==> config.mk <==
export PLATFORM = sky130hd
export DESIGN_NAME = key_remap
export DESIGN_NICKNAME = d
export VERILOG_FILES = /design/src/rtl/key_remap.sv
export SDC_FILE = /design/constraint.sdc
export NUM_CORES = 1
export LEC_CHECK = 0
export BUFFER_PORTS_ARGS = -buffer_cell sky130_fd_sc_hd__buf_2
export CAP_MARGIN = 20
export CORE_MARGIN = 4
export CORE_UTILIZATION = 35
export CTS_CLUSTER_SIZE = 10
export DETAILED_ROUTE_END_ITERATION = 10
export PLACE_DENSITY = 0.66
export REMOVE_ABC_BUFFERS = 1
export SLEW_MARGIN = 20
export SYNTH_ARGS = -nofsm -noshare
export SYNTH_HDL_FRONTEND = slang
export SYNTH_SLANG_ARGS = --single-unit
==> constraint.sdc <==
create_clock -name slow_clk -period 2.1 [get_ports slow_clk]
set_input_delay 0.315 -clock slow_clk [delete_from_list [all_inputs] [get_ports slow_clk]]
set_output_delay 0.315 -clock slow_clk [all_outputs]
set_load 0.01 [all_outputs]
==> src/rtl/key_remap.sv <==
// Maps physical note buttons to logical notes through a loadable permutation table.
// A newly loaded table is checked for being a bijection before it is used; otherwise identity applies.
module key_remap #(
    parameter int NKEYS = 8
) (
    input  logic             slow_clk,
    input  logic             rst_n,
    input  logic             load,
    input  logic [2:0]       perm0,
    input  logic [2:0]       perm1,
    input  logic [2:0]       perm2,
    input  logic [2:0]       perm3,
    input  logic [2:0]       perm4,
    input  logic [2:0]       perm5,
    input  logic [2:0]       perm6,
    input  logic [2:0]       perm7,
    input  logic [NKEYS-1:0] pose_buts,
    output logic [2:0]       note_idx,
    output logic             note_valid,
    output logic             perm_ok,
    output logic             busy,
    output logic             multi_press,
    output logic [1:0]       dbg_state
);

    typedef enum logic [1:0] {
        IDLE  = 2'd0,
        CHECK = 2'd1,
        READY = 2'd2,
        ERR   = 2'd3
    } state_t;

    localparam logic [7:0][2:0] IDENTITY = {3'd7, 3'd6, 3'd5, 3'd4, 3'd3, 3'd2, 3'd1, 3'd0};

    state_t          state_q, state_d;
    logic [7:0][2:0] table_q, table_d;
    logic [7:0]      seen_q, seen_d;
    logic [2:0]      idx_q, idx_d;
    logic [2:0]      note_idx_q, note_idx_d;
    logic            note_valid_q, note_valid_d;
    logic            multi_q, multi_d;

    logic [7:0][2:0] perm_in;
    logic [2:0]      press_idx;
    logic            press_any;
    logic            press_multi;
    logic [2:0]      cur_entry;

    assign perm_in = {perm7, perm6, perm5, perm4, perm3, perm2, perm1, perm0};
    assign cur_entry = table_q[idx_q];

    always_comb begin
        press_idx = 3'd0;
        for (int j = 0; j < NKEYS; j++) begin
            if (pose_buts[j]) press_idx = 3'(j);
        end
        press_any   = |pose_buts;
        // x & (x-1) clears the lowest set bit; anything left means two or more buttons.
        press_multi = |(pose_buts & (pose_buts - NKEYS'(1)));
    end

    always_comb begin
        state_d      = state_q;
        table_d      = table_q;
        seen_d       = seen_q;
        idx_d        = idx_q;
        note_idx_d   = note_idx_q;
        note_valid_d = 1'b0;
        multi_d      = 1'b0;

        if (load) begin
            // A load pre-empts any press in the same cycle and restarts validation.
            table_d = perm_in;
            seen_d  = 8'd0;
            idx_d   = 3'd0;
            state_d = CHECK;
        end else begin
            case (state_q)
                CHECK: begin
                    if (seen_q[cur_entry]) begin
                        state_d = ERR;
                    end else begin
                        seen_d[cur_entry] = 1'b1;
                        idx_d             = idx_q + 3'd1;
                        if (idx_q == 3'd7) state_d = READY;
                    end
                end
                default: begin
                    if (press_multi) begin
                        multi_d = 1'b1;
                    end else if (press_any) begin
                        note_valid_d = 1'b1;
                        note_idx_d   = (state_q == READY) ? table_q[press_idx] : press_idx;
                    end
                end
            endcase
        end
    end

    always_ff @(posedge slow_clk or negedge rst_n) begin
        if (!rst_n) begin
            state_q      <= IDLE;
            table_q      <= IDENTITY;
            seen_q       <= 8'd0;
            idx_q        <= 3'd0;
            note_idx_q   <= 3'd0;
            note_valid_q <= 1'b0;
            multi_q      <= 1'b0;
        end else begin
            state_q      <= state_d;
            table_q      <= table_d;
            seen_q       <= seen_d;
            idx_q        <= idx_d;
            note_idx_q   <= note_idx_d;
            note_valid_q <= note_valid_d;
            multi_q      <= multi_d;
        end
    end

    assign note_idx    = note_idx_q;
    assign note_valid  = note_valid_q;
    assign multi_press = multi_q;
    assign busy        = (state_q == CHECK);
    assign perm_ok     = (state_q == READY);
    assign dbg_state   = state_q;

endmodule

---- Word level (Yosys, flattened, before mapping) ----
Index checks and enable logic that the tools add are counted.
operators by class
  $lt $le $gt $ge ......................... 4
  reductions and logical operators ........ 8
  add/subtract/negate cells ............... 2
  bitwise operators ....................... 5
  mux-type cells .......................... 33
  equal/unequal tests ..................... 4
operators with widths
  cell                   count
  $mux W3                11
  $mux W8                3
  $bmux W3 S3            2
  $reduce_or A8 Y1       2
  $lt A3 B4 Y1 const B   3
  $mux W1                10
  $mux W2                5
  $and A8 B8 Y8          1
  $or A8 B8 Y8           1
  $sub A8 B1 Y8 const B  1
  $reduce_and A2 Y1      2
  $reduce_and A4 Y1      1
  $add A3 B1 Y3 const B  1
  $bmux W1 S3            1
  $demux W1 S3           1
  $eq A3 B3 Y1 const B   1
  $ge A3 B1 Y1 const B   1
  $not A1 Y1             3
  $reduce_bool A3 Y1     1
  $eq A2 B1 Y1 const B   1
  $eq A2 B2 Y1 const B   1
  $ne A2 B2 Y1 const B   1
  $reduce_bool A2 Y1     1
  $logic_and A1 B1 Y1    1
word-level totals
  output and inout port bits .............. 9
  word-level logic and storage cells ...... 70
  flip-flop bits (word level) ............. 42

---- Depth between registers and ports, before layout ----
Gate-level depths: netlist of run 1.
  word-level depth ........................ 10
  mapped depth ............................ 8
  mapped depth without buffers ............ 6

---- Worst setup path after synthesis of run 1 ----
Ideal clock, no wire load.
  kind .................................... reg2reg
  from .................................... register idx_q[0]
  to ...................................... register idx_q[0]
  arrival time ............................ 2.142 ns
  stages on the path, launching flop included .. 8
  clock period less this slack ............ 2.269 ns
  path slack .............................. -0.169 ns
  cell sequence ........................... dfrtp_1 -> buf_6 -> mux4_2 -> nand2b_1 -> o21ai_0 -> a22oi_1 -> a21oi_2 -> mux2_1
on the way
  longest elaborated chain between the ends .. 6
  elaborated cells between the ends (all ways) .. 10
RTL lines
  element                             RTL line  source
  from (decl)                         38        logic [2:0] idx_q, idx_d;
  from (signal assigned)              113       idx_q <= idx_d;
  $bmux W3 S3                         50        assign cur_entry = table_q[idx_q];
  $mux W3 (not written as such)       50
  $bmux W1 S3                         80        if (seen_q[cur_entry]) begin
  $mux W1 (not written as such)       80
  $ne A2 B2 Y1 (no source line)       -
  $reduce_and A2 Y1 (no source line)  -
Parallel ways exist; a longest one is shown, timed or not. The select of a mux whose other input is x is not followed.
A chain may end at the register's enable or synchronous reset.

---- Final worst setup path of run 1 ----
Same ends and word-level chain as after synthesis.

==> out/results.ini, run 1 <==
[final_layout]
area_growth_pct = 27.86
multi_input_area_mm2 = 0.001234
drive_above_1_share = 0.4930
n_fill_cell = 602
fin_area_mm2 = 0.003009
regArea_mm2 = 0.001067
diodes = 0
fin_util = 0.4685
fin_cells = 363
nNetsFinal = 322

[routing]
ant_nets = 0
initialDrtViolationCount = 50
post_drt_wl_per_cell_um = 15.01
finalWirelength_mm = 5.450
route.vias.total = 1857
via_per_inst = 5.116
route.detailed.drc = 0
drt_first_pass_iters = 4

[yosys]
synth_common_cells = dfrtp_1, mux2_2, nor2_1, mux2i_1
synth_top_flop_cell = dfrtp_1
synthAdderAreaFrac = 0.01967
synth-seq-area-share = 0.4530
synth_cells = 210
yosysWarnings = 0
syn_area_mm2 = 0.002354
synth.area.top_cells = dfrtp_1, dfstp_2, mux2_2
muxShareOfSynthArea = 0.2451
synth-xor-area-share = 0
yosys.area.top_type = dfrtp_1
synth.most_common_cell = dfrtp_1
yosysTopAreaCellShare = 0.3190
synth_seq_cells = 42
synth-compound-area-share = 0.1255
synth_cell_type_count = 43
synth_edf_count = 0
synth_top_family_by_area = multiplexers
synthSimpleGateAreaFrac = 0.1244
syn_area_per_cell_um2 = 11.21
synthArstFlopShare = 1.000

[placed_design]
post-place-ws_ps = -262.5
gp_congestion = 0.8059
dp.cells = 350
postPlaceCellArea_mm2 = 0.002833
dp_hpwl_mm = 4.220
io_buffer_count = 43

[setup_path]
startpoint_type = flop
critPathArrivalTime_ps = 2400
reg2reg_slack_ps = -110
cp_max_fo = 5
end_kind = flop
reg2regPathDepth = 7
critPathRequiredTime_ps = 2290
criticalPathCategory = flop to flop

[clock_tree]
cts_tree = done
cts_max_level = 2
cts_buffers = 5
clk_path_buf_depth = 2
clock_latency_ps = 300
clkSinkCount = 42
cts_root_buf = clkbuf_8
clkTransAtPathRegs_ps = 80

[grt]
track_usage = 0.1379
antenna_found_initial = 0
grt_max_degree = 41
first_global_vias = 1828
grt_overflow = 0
grt_pass1_wl_mm = 9.114

[sta]
fin_crit_ps = 2214
hold_ws_ps = 249.0
worst_slew_margin_rel = 0.6434
max_freq_ghz = 0.4516
hold_viol = 0
rsz0062_at_grt = true
final.period_utilization = 1.054
setup-tns-final_ps = -314.6
report.final.setup_viol = 4
worst_pin_slew_ps = 533.8
fin_skew_ps = 6.371
setup_ws_ps = -114.3
maxSlewViolCount = 0

[status]
status = finished with violations
violations = setup timing

[floorplanning]
start_util = 0.3665
core_region_area_mm2 = 0.006422
dieArea_mm2 = 0.008100
io_pins = 44
die_h_um = 90
die_w_um = 90
rows = 29

[power]
pwr-share-comb = 0.420
max-vdd-ir-drop_uv = 488.0
p_sw_mw = 0.9627
internal_power_mw = 2.016
sw_frac_of_total = 0.3233
power_density_mw_per_mm2 = 989.7
share_seq_of_total_power = 0.368
power_frac_clock = 0.213
p_leak_nw = 1.398
p_total_mw = 2.978

[min_path]
holdPathStages = 2
hold_class = input port to flop

[job]
max-cap-violations = 0

## cells in the final DEF, fill, tap and decap left out, types with 2 or more instances in the layout
master and instances:
nor3_1 4, nand3_1 5, a211oi_1 2, ha_1 2
a21oi_1 12, mux4_2 6, clkbuf_8 5, nor2_1 19
a22oi_1 2, a21o_1 2, nand3b_1 2, buf_4 33
mux2i_1 16, nor2b_1 2, nand2b_1 8, dfstp_2 12
dfrtp_1 29, clkinv_2 2, mux2_2 24, a21oi_2 2
nand2_1 10, buf_2 43, o21bai_1 2, o31ai_1 6
o21ai_0 6, inv_1 5
## final timing paths
check	from	to
setup / recovery	idx_q[0]$_DFFE_PN0P_	idx_q[0]$_DFFE_PN0P_
hold / removal	perm1[2]	table_q[5]$_DFFE_PN0P_
setup reg to reg	idx_q[0]$_DFFE_PN0P_	idx_q[0]$_DFFE_PN0P_
hold reg to reg	seen_q[4]$_DFFE_PN0P_	seen_q[4]$_DFFE_PN0P_
max in group asynchronous	rst_n	table_q[22]$_DFFE_PN1P_
min in group asynchronous	rst_n	table_q[16]$_DFFE_PN0P_
## worst max-delay path, stage by stage (launching register included)
cell and delay, ps:
dfrtp_2 450, buf_6 150, mux2i_1 110, mux4_2 560, mux2i_1 190, a22oi_1 130, a21oi_2 200, mux2_4 310
## metal layers
layer / vias up / part of all wire / GRT usage
li1: 921 / - / -
met4: 0 / 0.012 / 0.03827
met1: 886 / 0.50 / 0.2006
met5: - / 0 / 0
met3: 6 / 0.048 / 0.03506
met2: 44 / 0.44 / 0.2029
## final cells by class
class                           count  share of cell area
Multi-Input combinational cell    153              0.4100
Sequential cell                    42              0.3547
Timing Repair Buffer               78              0.1609
Tap cell                           77             0.03202
Clock buffer                        5             0.02287
Clock inverter                      3             0.01331
Inverter                            5            0.006237
## power by group through the flow
stage | combinational [mW] | sequential, mW | clock (mW)
2_1_floorplan | 0.644 | 1.10 | 0
3_3_place_gp | 1.10 | 1.11 | 0
3_5_place_dp | 1.13 | 1.12 | 0
4_1_cts | 1.25 | 1.10 | 0.643
5_1_grt | 1.36 | 1.12 | 0.690
6_report | 1.25 | 1.10 | 0.633
## registers in the layout, indices dropped and copies added, names as in the netlist
| signal | count |
|---|---|
| note_idx | 3 |
| idx_q | 3 |
| seen_q | 8 |
| note_valid | 1 |
| multi_press | 1 |
| table_q | 24 |
| dbg_state | 2 |
## cell families (layout without fill, tap and decap cells)
group	after synthesis	after routing
flops	42	42
simple gates	58	58
buf+inv	15	91
mux	47	47
compound gates	44	44
fa+ha+maj	4	4
## what timing repair did
action	4_1_cts	5_1_grt
hold buffers	1	0
hold endpoints to repair	6	0
pin swaps	5	0
endpoints found under the setup margin	8	5
buffers inserted	4	0
resized for setup	7	2
No activity file was read; power rests on OpenSTA's default activity.
==> run 2, diff against run 1 <==
Settings changed: PLACE_DENSITY 0.66 to 0.56.
==> run 2 against run 1 <==
The run still ends with setup timing left. Die area unchanged. Flip-flop and latch count stayed put. Clock-buffer cell count stayed put. Routed wire length up 5.0%. Combinational power grew 8%. Sequential share of layout area decreased by 1.1 points. First-iteration DRC count increased by 34%. Register-to-register slack got worse by 90 ps. Final cell count increased by 3.3%. Fmax shrank 3.8%.
==> out/results.ini, run 2 (synthesis gave the netlist of run 1 again) <==
[sta]
setup-tns-final_ps = -654.3
max_freq_ghz = 0.4344
final.period_utilization = 1.096
rsz0062_at_grt = true
fin_skew_ps = 5.293
setup_ws_ps = -202.3
fin_crit_ps = 2302
hold_viol = 0
hold_ws_ps = 79.42
maxSlewViolCount = 0
report.final.setup_viol = 5
worst_slew_margin_rel = 0.6434
worst_pin_slew_ps = 534.9

[power]
max-vdd-ir-drop_uv = 384.7
power_density_mw_per_mm2 = 994.1
p_leak_nw = 1.452

[grt]
antenna_found_initial = 0
first_global_vias = 1989
grt_overflow = 0
grt_pass1_wl_mm = 9.591
grt_max_degree = 43
track_usage = 0.1479

[placed_design]
dp.cells = 363
io_buffer_count = 43
postPlaceCellArea_mm2 = 0.002930
gp_congestion = 0.8047
dp_hpwl_mm = 4.431

[floorplanning]
rows = 29
dieArea_mm2 = 0.008100
die_w_um = 90
start_util = 0.3665
io_pins = 44
die_h_um = 90
core_region_area_mm2 = 0.006422

[clock_tree]
clkTransAtPathRegs_ps = 90
cts_tree = done
clock_latency_ps = 300
clk_path_buf_depth = 2
cts_max_level = 2
clkSinkCount = 42
cts_hold_buffers = 0
cts_root_buf = clkbuf_8
cts_buffers = 5

[setup_path]
startpoint_type = flop
critPathArrivalTime_ps = 2510
cp_max_fo = 5
end_kind = flop
critPathRequiredTime_ps = 2310
criticalPathCategory = flop to flop

[routing]
ant_nets = 0
route.vias.total = 1911
route.detailed.drc = 0
drt_first_pass_iters = 4
finalWirelength_mm = 5.725
post_drt_wl_per_cell_um = 15.27
via_per_inst = 5.096
initialDrtViolationCount = 67

[min_path]
hold_class = input port to async pin

[final_layout]
fin_area_mm2 = 0.003107
nNetsFinal = 334
layout_common_cells = buf_4, buf_2, dfrtp_1
drive_above_1_share = 0.5235
fin_cells = 375
area_growth_pct = 32.00
n_fill_cell = 602
diodes = 0
reg.largest.list = table_q x24, seen_q x8
largest-register = table_q
largest_register_ffs = 24
final_common_cell = buf_4

[status]
violations = setup timing
status = finished with violations

[job]
max-cap-violations = 0

## run 2: metrics by stage
| step | total power [mW] | setup slack [ps] | utilization |
|---|---|---|---|
| global placement | 2.268 | -240.3 | 0.4563 |
| floorplan | 1.748 | -319.4 | - |
| finish | 3.088 | -202.3 | 0.4837 |
| global route | 3.307 | -344.5 | 0.4837 |
| detailed placement | 2.292 | -338.1 | 0.4563 |
| CTS | 3.070 | -221.4 | 0.4804 |
## run 2: repair_timing
action | in CTS | in global routing
hold endpoints to repair | 0 | 0
setup buffers | 2 | 2
cloned | 0 | 0
pin swaps | 3 | 4
gates resized for setup | 8 | 2
setup endpoints to repair | 13 | 10
## run 2: power by group
part	total [mW]	switching [mW]	leakage [nW]	internal (mW)
sequential	1.09	0.121	0.504	0.969
clock	0.645	0.295	0.0579	0.350
combinational	1.35	0.583	0.890	0.771
total	3.09	0.998	1.45	2.09
## run 2: worst max-delay path, cell delays in order, from the launching register on
cell and delay, ps:
dfrtp_2 460, buf_6 150, mux2i_1 110, mux4_2 560, mux2i_1 210, a22oi_2 120, a21oi_2 220, buf_4 150
mux2i_2 230
## run 2: path summary, 6_finish.rpt
kind	endpoint	start	slack, ps	cells past startpoint
setup / recovery	idx_q[2]$_DFFE_PN0P_	idx_q[0]$_DFFE_PN0P_	-200	8
min in group slow_clk	table_q[16]$_DFFE_PN0P_	perm5[1]	240	2
max in group asynchronous	idx_q[0]$_DFFE_PN0P_	rst_n	1630	2
hold / removal	seen_q[4]$_DFFE_PN0P_	rst_n	80	2
hold reg to reg	seen_q[7]$_DFFE_PN0P_	seen_q[7]$_DFFE_PN0P_	510	2
setup reg to reg	idx_q[2]$_DFFE_PN0P_	idx_q[0]$_DFFE_PN0P_	-200	8
## run 2: final cells by class
class / instances / area (um2) / share of cell area
clock buffer: 5 / 68.82 / 0.02215
inverter: 5 / 18.77 / 0.006041
timing repair buffer: 90 / 575.6 / 0.1853
multi-input combinational: 153 / 1240 / 0.3991
sequential: 42 / 1067 / 0.3435
tap: 77 / 96.34 / 0.03101
clock inverter: 3 / 40.04 / 0.01289
## run 2: per-layer routing
| layer | routed length (um) | GRT usage | vias to the layer above |
|---|---|---|---|
| li1 | - | - | 942 |
| met1 | 2616 | 0.1998 | 920 |
| met2 | 2768 | 0.2396 | 44 |
| met3 | 280 | 0.03422 | 5 |
| met4 | 59 | 0.03827 | 0 |
| met5 | 0 | 0 | - |
==> run 3, diff against run 2 <==
Settings changed: CORE_MARGIN 4 to not set, PLACE_DENSITY 0.56 to not set, PLACE_DENSITY_LB_ADDON set to 0.15.
Clock period 2.1 ns to 2 ns, I/O delays scaled along.
==> run 3 against run 2 <==
The flow finishes with violations (DRC, setup timing). Setup slack got worse by 32 ps. Clock-buffer cell count unchanged. Sequential share of layout area decreased by 1.1 points. Die area decreased by 13%. Sequential power increased by 4%. Register-to-register slack got worse by 30 ps. Routed wire length increased by 0.37%. Core utilization increased by 1.6 points. Non-clock buffer count increased by 9. Critical path type unchanged. Critical endpoint is now idx_q[0]$_DFFE_PN0P_.
==> out/results.ini, run 3 (synthesis gave the netlist of run 1 again) <==
[min_path]
hold_class = input port to async pin

[sta]
worst_pin_slew_ps = 557.4
final.period_utilization = 1.117
hold_viol = 0
hold_ws_ps = 71.75
report.final.setup_viol = 5
maxSlewViolCount = 0
setup_ws_ps = -234.3
worst_slew_margin_rel = 0.6276
fin_skew_ps = 6.342
rsz0062_at_grt = true
setup-tns-final_ps = -838.6
max_freq_ghz = 0.4476
fin_crit_ps = 2234

[setup_path]
startpoint_type = flop
end_kind = flop
criticalPathCategory = flop to flop
critPathArrivalTime_ps = 2420
critPathRequiredTime_ps = 2180
cp_max_fo = 5

[final_layout]
layout_common_cells = buf_4, buf_2, dfrtp_1
largest_register_ffs = 24
area_growth_pct = 36.31
nNetsFinal = 343
final_common_cell = buf_4
n_fill_cell = 602
largest-register = table_q
reg.largest.list = table_q x24, seen_q x8
regArea_mm2 = 0.001067
multi_input_area_mm2 = 0.001277
drive_above_1_share = 0.5603
diodes = 0

[placed_design]
post-place-ws_ps = -464.2
gp_congestion = 0.7928
io_buffer_count = 43
dp_hpwl_mm = 4.335

[clock_tree]
clkTransAtPathRegs_ps = 80
clock_latency_ps = 290
cts_max_level = 2
clk_path_buf_depth = 2
cts_hold_buffers = 0
cts_tree = done
clkSinkCount = 42
cts_buffers = 5
cts_root_buf = clkbuf_8

[floorplanning]
die_h_um = 84
dieArea_mm2 = 0.007056
rows = 29
die_w_um = 84
io_pins = 44
start_util = 0.3665
core_region_area_mm2 = 0.006422

[power]
power_density_mw_per_mm2 = 1029
p_total_mw = 3.300
max-vdd-ir-drop_uv = 436.0
p_leak_nw = 1.505

[grt]
grt_overflow = 0
antenna_found_initial = 0
grt_pass1_wl_mm = 9.446
first_global_vias = 1885
grt_max_degree = 43
track_usage = 0.1709

[status]
status = finished with violations
violations = DRC, setup timing

[routing]
finalWirelength_mm = 5.746
route.detailed.drc = 6
via_per_inst = 4.924
drt_first_pass_iters = 7
initialDrtViolationCount = 69
post_drt_wl_per_cell_um = 14.96
route.vias.total = 1891
ant_nets = 0

[job]
max-cap-violations = 0

-- run 3: routing by layer --
metal,track usage,up-vias,wire (um)
met2,0.2548,42,2472
met3,0.03165,5,230
met5,0,-,0
li1,-,960,-
met1,0.2585,884,3011
met4,0.03292,0,31
-- run 3: timing repair --
action                                 CTS  global route
setup endpoints to repair               14            15
pin swaps                                2             2
endpoints found under the hold margin    0             0
setup buffers                            4             0
resized for setup                        6            14
-- run 3: worst paths after layout --
kind	start	endpoint	slack [ps]	cells past startpoint
max in group asynchronous	rst_n	idx_q[0]$_DFFE_PN0P_	1530	2
min in group slow_clk	perm6[0]	table_q[18]$_DFFE_PN0P_	230	2
worst max-delay path	idx_q[0]$_DFFE_PN0P_	idx_q[0]$_DFFE_PN0P_	-230	7
worst max register to register	idx_q[0]$_DFFE_PN0P_	idx_q[0]$_DFFE_PN0P_	-230	7
worst min register to register	seen_q[3]$_DFFE_PN0P_	seen_q[3]$_DFFE_PN0P_	500	2
worst min-delay path	rst_n	note_valid$_DFF_PN0_	70	2
-- run 3: metrics by stage --
stage / std cells / cell area, um2 / util
CTS: 384 / 3156 / 0.4913
finish: 384 / 3208 / 0.4995
global placement: 372 / 2998 / 0.4668
detailed placement: 372 / 2998 / 0.4668
global route: 384 / 3208 / 0.4995
floorplan: 200 / 2296 / -
-- run 3: cell type report --
class,count,share of cell area
Tap cell,77,0.03003
Sequential cell,42,0.3327
Timing Repair Buffer,99,0.1993
Clock inverter,3,0.01248
Multi-Input combinational cell,153,0.3982
Inverter,5,0.005850
Clock buffer,5,0.02145
-- run 3: report_power, final --
group	switching (mW)	internal [mW]
Clock	0.295	0.368
Combinational	0.660	0.843
Sequential	0.117	1.02
-- run 3: critical path, stage by stage, from the launching register on --
cell and delay [ps]:
dfrtp_2 440, buf_6 140, mux2i_1 110, mux4_2 560
mux2i_1 210, a22oi_2 120, a21oi_2 220, mux2_4 320
